<file path="config.mk">
export PLATFORM = sky130hd
export DESIGN_NAME = div_booth_companion
export DESIGN_NICKNAME = d
export VERILOG_FILES = /design/src/rtl/div_booth_companion.sv
export SDC_FILE = /design/constraint.sdc
export NUM_CORES = 1
export LEC_CHECK = 0
export CAP_MARGIN = 20
export CORE_MARGIN = 2
export CORE_UTILIZATION = 62
export DETAILED_ROUTE_END_ITERATION = 6
export PLACE_DENSITY = 0.95
export REMOVE_ABC_BUFFERS = 1
export SETUP_SLACK_MARGIN = 0.05
export SLEW_MARGIN = 10
export SYNTH_ARGS = -nofsm -noshare
export SYNTH_HDL_FRONTEND = slang
export SYNTH_SLANG_ARGS = --single-unit
</file>
<file path="constraint.sdc">
create_clock -name clk -period 7.51 [get_ports clk]
set_input_delay 0.751 -clock clk [delete_from_list [all_inputs] [get_ports clk]]
set_output_delay 0.751 -clock clk [all_outputs]
set_load 0.01 [all_outputs]
</file>
<file path="src/rtl/div_booth_companion.sv">
// div_booth_companion: sequential signed divider with MIPS DIV semantics.
// Restoring shift-subtract on operand magnitudes, one quotient bit per clock,
// followed by a single sign-fixup cycle. The quotient goes to the Lo output
// and the remainder to the Hi output.
//
//   state | meaning
//   IDLE  | waiting for start; a zero divisor is reported here without leaving IDLE
//   RUN   | one restoring shift-subtract step per clock, WIDTH steps in total
//   FIX   | apply result signs, register outputs, pulse done
module div_booth_companion #(
  parameter int WIDTH = 32
) (
  input  logic             clk,
  input  logic             reset_total,
  input  logic             start,
  input  logic [WIDTH-1:0] operand_A_in,
  input  logic [WIDTH-1:0] operand_B_in,
  output logic             busy,
  output logic             done,
  output logic             div_zero,
  output logic [WIDTH-1:0] rem_Hi_out,
  output logic [WIDTH-1:0] quot_Lo_out
);

  localparam int CW = $clog2(WIDTH) + 1;

  typedef enum logic [1:0] {IDLE, RUN, FIX} state_t;

  state_t           state;
  logic [WIDTH-1:0] rem;
  logic [WIDTH-1:0] quot;
  logic [WIDTH-1:0] dvsr;
  logic [CW-1:0]    cnt;
  logic             sign_q;
  logic             sign_r;

  logic [WIDTH-1:0] a_mag;
  logic [WIDTH-1:0] b_mag;
  logic [WIDTH:0]   rem_sh;
  logic [WIDTH:0]   trial;

  // Operand magnitudes and the trial subtraction for the current RUN step.
  // The most negative operand negates to itself, which reads correctly as
  // an unsigned magnitude. rem < dvsr always holds, so WIDTH+1 bits keep the
  // trial sign exact.
  always_comb begin
    a_mag  = operand_A_in[WIDTH-1] ? -operand_A_in : operand_A_in;
    b_mag  = operand_B_in[WIDTH-1] ? -operand_B_in : operand_B_in;
    rem_sh = {rem, quot[WIDTH-1]};
    trial  = rem_sh - {1'b0, dvsr};
  end

  // Sequencing FSM with registered status and result outputs.
  always_ff @(posedge clk or negedge reset_total) begin
    if (!reset_total) begin
      state       <= IDLE;
      rem         <= '0;
      quot        <= '0;
      dvsr        <= '0;
      cnt         <= '0;
      sign_q      <= 1'b0;
      sign_r      <= 1'b0;
      busy        <= 1'b0;
      done        <= 1'b0;
      div_zero    <= 1'b0;
      rem_Hi_out  <= '0;
      quot_Lo_out <= '0;
    end else begin
      done     <= 1'b0;
      div_zero <= 1'b0;
      case (state)
        IDLE: begin
          if (start) begin
            if (operand_B_in == '0) begin
              done     <= 1'b1;
              div_zero <= 1'b1;
            end else begin
              quot   <= a_mag;
              dvsr   <= b_mag;
              rem    <= '0;
              sign_q <= operand_A_in[WIDTH-1] ^ operand_B_in[WIDTH-1];
              sign_r <= operand_A_in[WIDTH-1];
              cnt    <= CW'(WIDTH);
              busy   <= 1'b1;
              state  <= RUN;
            end
          end
        end
        RUN: begin
          if (!trial[WIDTH]) begin
            rem  <= trial[WIDTH-1:0];
            quot <= {quot[WIDTH-2:0], 1'b1};
          end else begin
            rem  <= rem_sh[WIDTH-1:0];
            quot <= {quot[WIDTH-2:0], 1'b0};
          end
          cnt <= cnt - CW'(1);
          if (cnt == CW'(1)) begin
            state <= FIX;
          end
        end
        FIX: begin
          quot_Lo_out <= sign_q ? -quot : quot;
          rem_Hi_out  <= sign_r ? -rem : rem;
          busy        <= 1'b0;
          done        <= 1'b1;
          state       <= IDLE;
        end
        default: begin
          busy  <= 1'b0;
          state <= IDLE;
        end
      endcase
    end
  end

endmodule

</file>
After elaboration in Yosys (flattened, before gate mapping):

Index checks and enable logic that the tools add are counted.

* equality and inequality tests: 6
* reductions and logical operators: 7
* bitwise operators: 3
* add/subtract/negate cells: 6
* multiplexer cells: 26

Operator list (count)
* $mux 32: 9
* $neg 32->32: 4
* $pmux 32 s2: 2
* $sub 33x32->33: 1
* $logic_not 32->1: 1
* $mux 6: 2
* $pmux 6 s2: 1
* $reduce_and 3->1: 4
* $eq 6x1->1 const B: 1
* $mux 1: 6
* $mux 2: 3
* $ne 2x2->1 const B: 3
* $sub 6x1->6 const B: 1
* $pmux 1 s2: 2
* $pmux 2 s2: 1
* $eq 2x1->1 const B: 1
* $eq 2x2->1 const B: 1
* $logic_not 2->1: 1
* $not 1->1: 2
* $reduce_bool 2->1: 1
* $xor 1x1->1: 1

* register bits after elaboration: 173
* output and inout port bits: 67
* input port bits: 67
* logic and storage cells: 60

Depth between registers and ports, before layout:

* word-level depth: 5
* gate-level depth with buffers: 14
* mapped depth without buffers: 11

Worst setup path after synthesis:

No wires, ideal clock.

* path kind: input-to-reg
* start point: input port operand_A_in[8]
* end point: register quot[29]
* buffers on the path: 0
* cell stages on the path: 8
* data required time: 7.374 ns
* slack: 4.173 ns
* library setup time: 0.136 ns
* arrival time: 3.201 ns
* cells stage by stage: or4_1 -> or3_1 -> or3_1 -> or3_4 -> or3_1 -> o31ai_1 -> xor2_1 -> o21ai_0

* longest elaborated chain between the ends: 5

Ends and longest elaborated chain
* start: declaration: line 16 `input logic [WIDTH-1:0] operand_A_in,`
* $neg 32->32: line 47 `a_mag = operand_A_in[WIDTH-1] ? -operand_A_in : operand_A_in;`
* $mux 32: line 47
* $mux 32: line 74 `if (operand_B_in == '0) begin`
* $mux 32: line 73 `if (start) begin`
* $pmux 32 s2: line 71 `case (state)`
* end signal: assignment: line 78 `quot <= a_mag;`
* end signal: assignment: line 92 `quot <= {quot[WIDTH-2:0], 1'b1};`
* end signal: assignment: line 95 `quot <= {quot[WIDTH-2:0], 1'b0};`
* end: declaration: line 31 `logic [WIDTH-1:0] quot;`

No other way between the ends. The select of a mux whose other input is x is not followed.
A chain may end at the register's enable or synchronous reset.

Worst setup path after layout:

* start point: input port operand_B_in[2]
* end point: register cnt[4]

* longest elaborated chain between the ends: 3

Ends and longest elaborated chain
* start: declaration: line 17 `input logic [WIDTH-1:0] operand_B_in,`
* $logic_not 32->1: line 74
* $ne 2x2->1 (no source line)
* $reduce_and 3->1 (no source line)
* end signal: assignment: line 83 `cnt <= CW'(WIDTH);`
* end signal: assignment: line 97 `cnt <= cnt - CW'(1);`
* end: declaration: line 33 `logic [CW-1:0] cnt;`

No other way between the ends.

==> reports/results.txt <==
status -> finished, violations left
failing checks -> DRC
initial drt markers -> 1,170
async set-reset flop share out of synthesis -> 100%
antenna-violating nets left -> 0
Synth area leaders -> dfrtp_1 39%, o21ai_0 7.1%, nand2_1 7.0%
via count -> 10,494
critical path type -> in -> reg
LEAKAGE -> 5.39 nW
hpwl dp -> 21.0 mm
row cnt -> 49
Worst VDD drop -> 0.000158 V
largest family of logic cells by synthesized area -> compound AO/OA/AOI/OAI gates
Port-buffer cells -> 133
Final Hold Fails -> 0
Fin Clk Skew -> 0.00796 ns
compound-cell area share of the yosys netlist -> 22.5%
largest net degree at the start of global routing -> 130
die span in y -> 138 um
Slew HR -> 27.4%
Worst-Skew Late Latency -> 0.43 ns
Initial Util -> 62.8%
mux contribution to synthesized area -> 0.625%
Yosys reg bits -> 173
Post-Synth Adder-Cell Area -> 4.42%
min cycle time layout -> 4.39 ns
Pins Over Slew Limit -> 0
Avg Inst Size Synth -> 8.53 um2
Post-synth EDFFs -> 0
GPL Wtd Cong -> 0.930
fillcell total -> 1,242
routed wire length -> 30.1 mm
Yosys top cell area share -> 38.6%
Setup Viol. Count Final -> 0
full die area -> 0.0192 mm2
CTS Root Cell -> clkbuf_16
fraction of the yosys area taken by sequential cells -> 38.6%
Vias/cell -> 6.39
Area Overhead vs Synth -> 18.2%
worst slew pin tran -> 1.09 ns
Clock transition at path regs -> 0.07 ns
Post-CTS Setup Bufs -> 0
most frequent cells after synthesis -> 209 x nand2_1, 173 x dfrtp_1, 160 x o21ai_0, 83 x xor2_1, 72 x inv_1
Residual DRC -> 6
library cells used by synthesis -> 62
Post-CTS Hold Buffers -> 0
main flop type after synthesis -> dfrtp_1
CTS H-tree lvls -> 4
setup TNS -> 0 ns
crit start category -> primary input
Max Fclk -> 0.228 GHz
period utilization -> 58.4%
clk buf depth -> 2
# diodes -> 0
total CTS buffers -> 17
Mapped Area -> 0.0112 mm2
first-pass GRT wire length -> 48.8 mm
setup repair after global routing missed its margin -> false
Worst Hold Class -> in -> async
initial antenna violation count -> 1
iteration count of the initial detailed-routing pass -> 7
CTS tree -> done
Clock Sink Count -> 173
share of cells above drive strength 1 -> 4.60%
Max FO, Critical Path -> 43
Synth warnings -> 0
multi-input gate area in the final layout -> 0.00632 mm2
CP Capture Type -> flip-flop
vias in the first global route -> 9,811
Synth Area in XOR/XNOR -> 11.3%
Seq. cell area -> 0.00433 mm2
Routed wire per std cell -> 18.3 um
width of the die -> 138 um
Worst Path Required -> 7.78 ns
power per cell area -> 141 mW/mm2
Cells after Synth -> 1,315
Arrival @ worst endpoint -> 4.66 ns
Simple-Gate Fraction of Synth Area -> 17.4%
PnR Total Power -> 1.87 mW
Global Route Usage Sum -> 30.7%
dominant cell type by area after synthesis -> dfrtp_1
fin nets -> 1,507
Core Area -> 0.0178 mm2
# resized after CTS -> 0
total global routing overflow -> 0
Max-cap violations -> 0
IO Count -> 134
most common cell in the netlist -> nand2_1
==> power breakdown <==
group	switching [mW]	leakage, nW	internal (mW)
Combinational	0.0665	3.04	0.0582
Sequential	0	2.09	0.932
Clock	0.379	0.256	0.432
Total	0.445	5.39	1.42
==> kinds of logic after synthesis <==
family          after synthesis
simple gates                411
compound gates              389
flops                       173
buf+inv                     151
xor+xnor                    145
fa+ha+maj                    39
mux                           7
==> sequential cells by signal, summed over array words and instances (netlist names) <==
signal,flops
rem,32
rem_Hi_out,32
busy,1
state,2
div_zero,1
quot_Lo_out,32
cnt,6
quot,32
dvsr,32
sign_q,1
done,1
sign_r,1
==> cell type report <==
| cell class | count | area share, % |
|---|---|---|
| multi-input cells | 991 | 47.7 |
| flip-flops and latches | 173 | 32.7 |
| repair buffers | 146 | 11.4 |
| clock buffers | 19 | 3.34 |
| well taps | 229 | 2.16 |
| inverters | 72 | 2.04 |
| clock inverters | 12 | 0.680 |
==> final timing paths <==
check / startpoint / end / slack, ns / cells after the start
worst max-delay path: operand_B_in[2] / cnt[4] / 3.12 / 10
worst min-delay path: reset_total / quot_Lo_out[9] / 0.37 / 1
worst max register to register: quot[31] / rem[1] / 3.68 / 13
worst min register to register: quot_Lo_out[26] / quot_Lo_out[26] / 0.48 / 2
max in group asynchronous: reset_total / quot[25] / 5.89 / 3
min in group clk: quot_Lo_out[26] / quot_Lo_out[26] / 0.48 / 2
==> worst max-delay path, cell delays in order <==
cell and delay, ns:
clkdlybuf4s50_1 0.49, or4_1 0.64, nor4_1 0.56, nand4_1 0.36, o31ai_1 0.33, a21o_2 0.71
buf_4 0.46, nor4_1 0.10, xnor2_1 0.18, nor2_1 0.06
==> placed cells by master, fill, tap and decap left out, types with 4 or more instances in the layout <==
master and count:
clkdlybuf4s50_1 132, o311ai_0 4, a22oi_1 14, nor3_1 13, or2_2 7, nand4_1 21
o221ai_1 6, dfrtp_1 173, mux2i_1 7, nor2_1 49, nor2b_1 7, nand3_1 15
o21ai_1 5, xnor2_1 62, o21ai_0 160, nor4_1 18, or4_1 12, nand2_1 208
a21o_1 17, xor2_1 83, a211oi_1 4, inv_1 72, or3_1 22, nand2b_1 13
ha_1 38, a31oi_1 7, clkbuf_16 17, o41ai_1 20, nand3b_1 5, o21bai_1 7
buf_4 8, a21oi_1 46, a222oi_1 13, a221o_1 12, o31ai_1 34, and2_1 5
o211ai_1 16
==> per-stage QoR <==
step / worst slack, ns / utilization (%) / instances / hold WS [ns] / area [um2]
2_1_floorplan: 3.60 / - / 1236 / 0.450 / 10900
3_3_place_gp: 2.96 / 70.6 / 1606 / 0.460 / 12600
3_5_place_dp: 2.79 / 70.6 / 1606 / 0.470 / 12600
4_1_cts: 3.20 / 73.6 / 1637 / 0.418 / 13100
5_1_grt: 2.85 / 74.3 / 1642 / 0.431 / 13200
6_report: 3.12 / 74.3 / 1642 / 0.365 / 13200
==> per-layer routing <==
metal,vias up,global-route usage (%),part of all wire (%)
li1,4879,-,-
met1,4982,44.6,43
met2,572,47.8,46
met3,59,4.99,9.0
met4,2,9.45,1.8
met5,-,0,0.043
(Power assumes the default switching activity.)
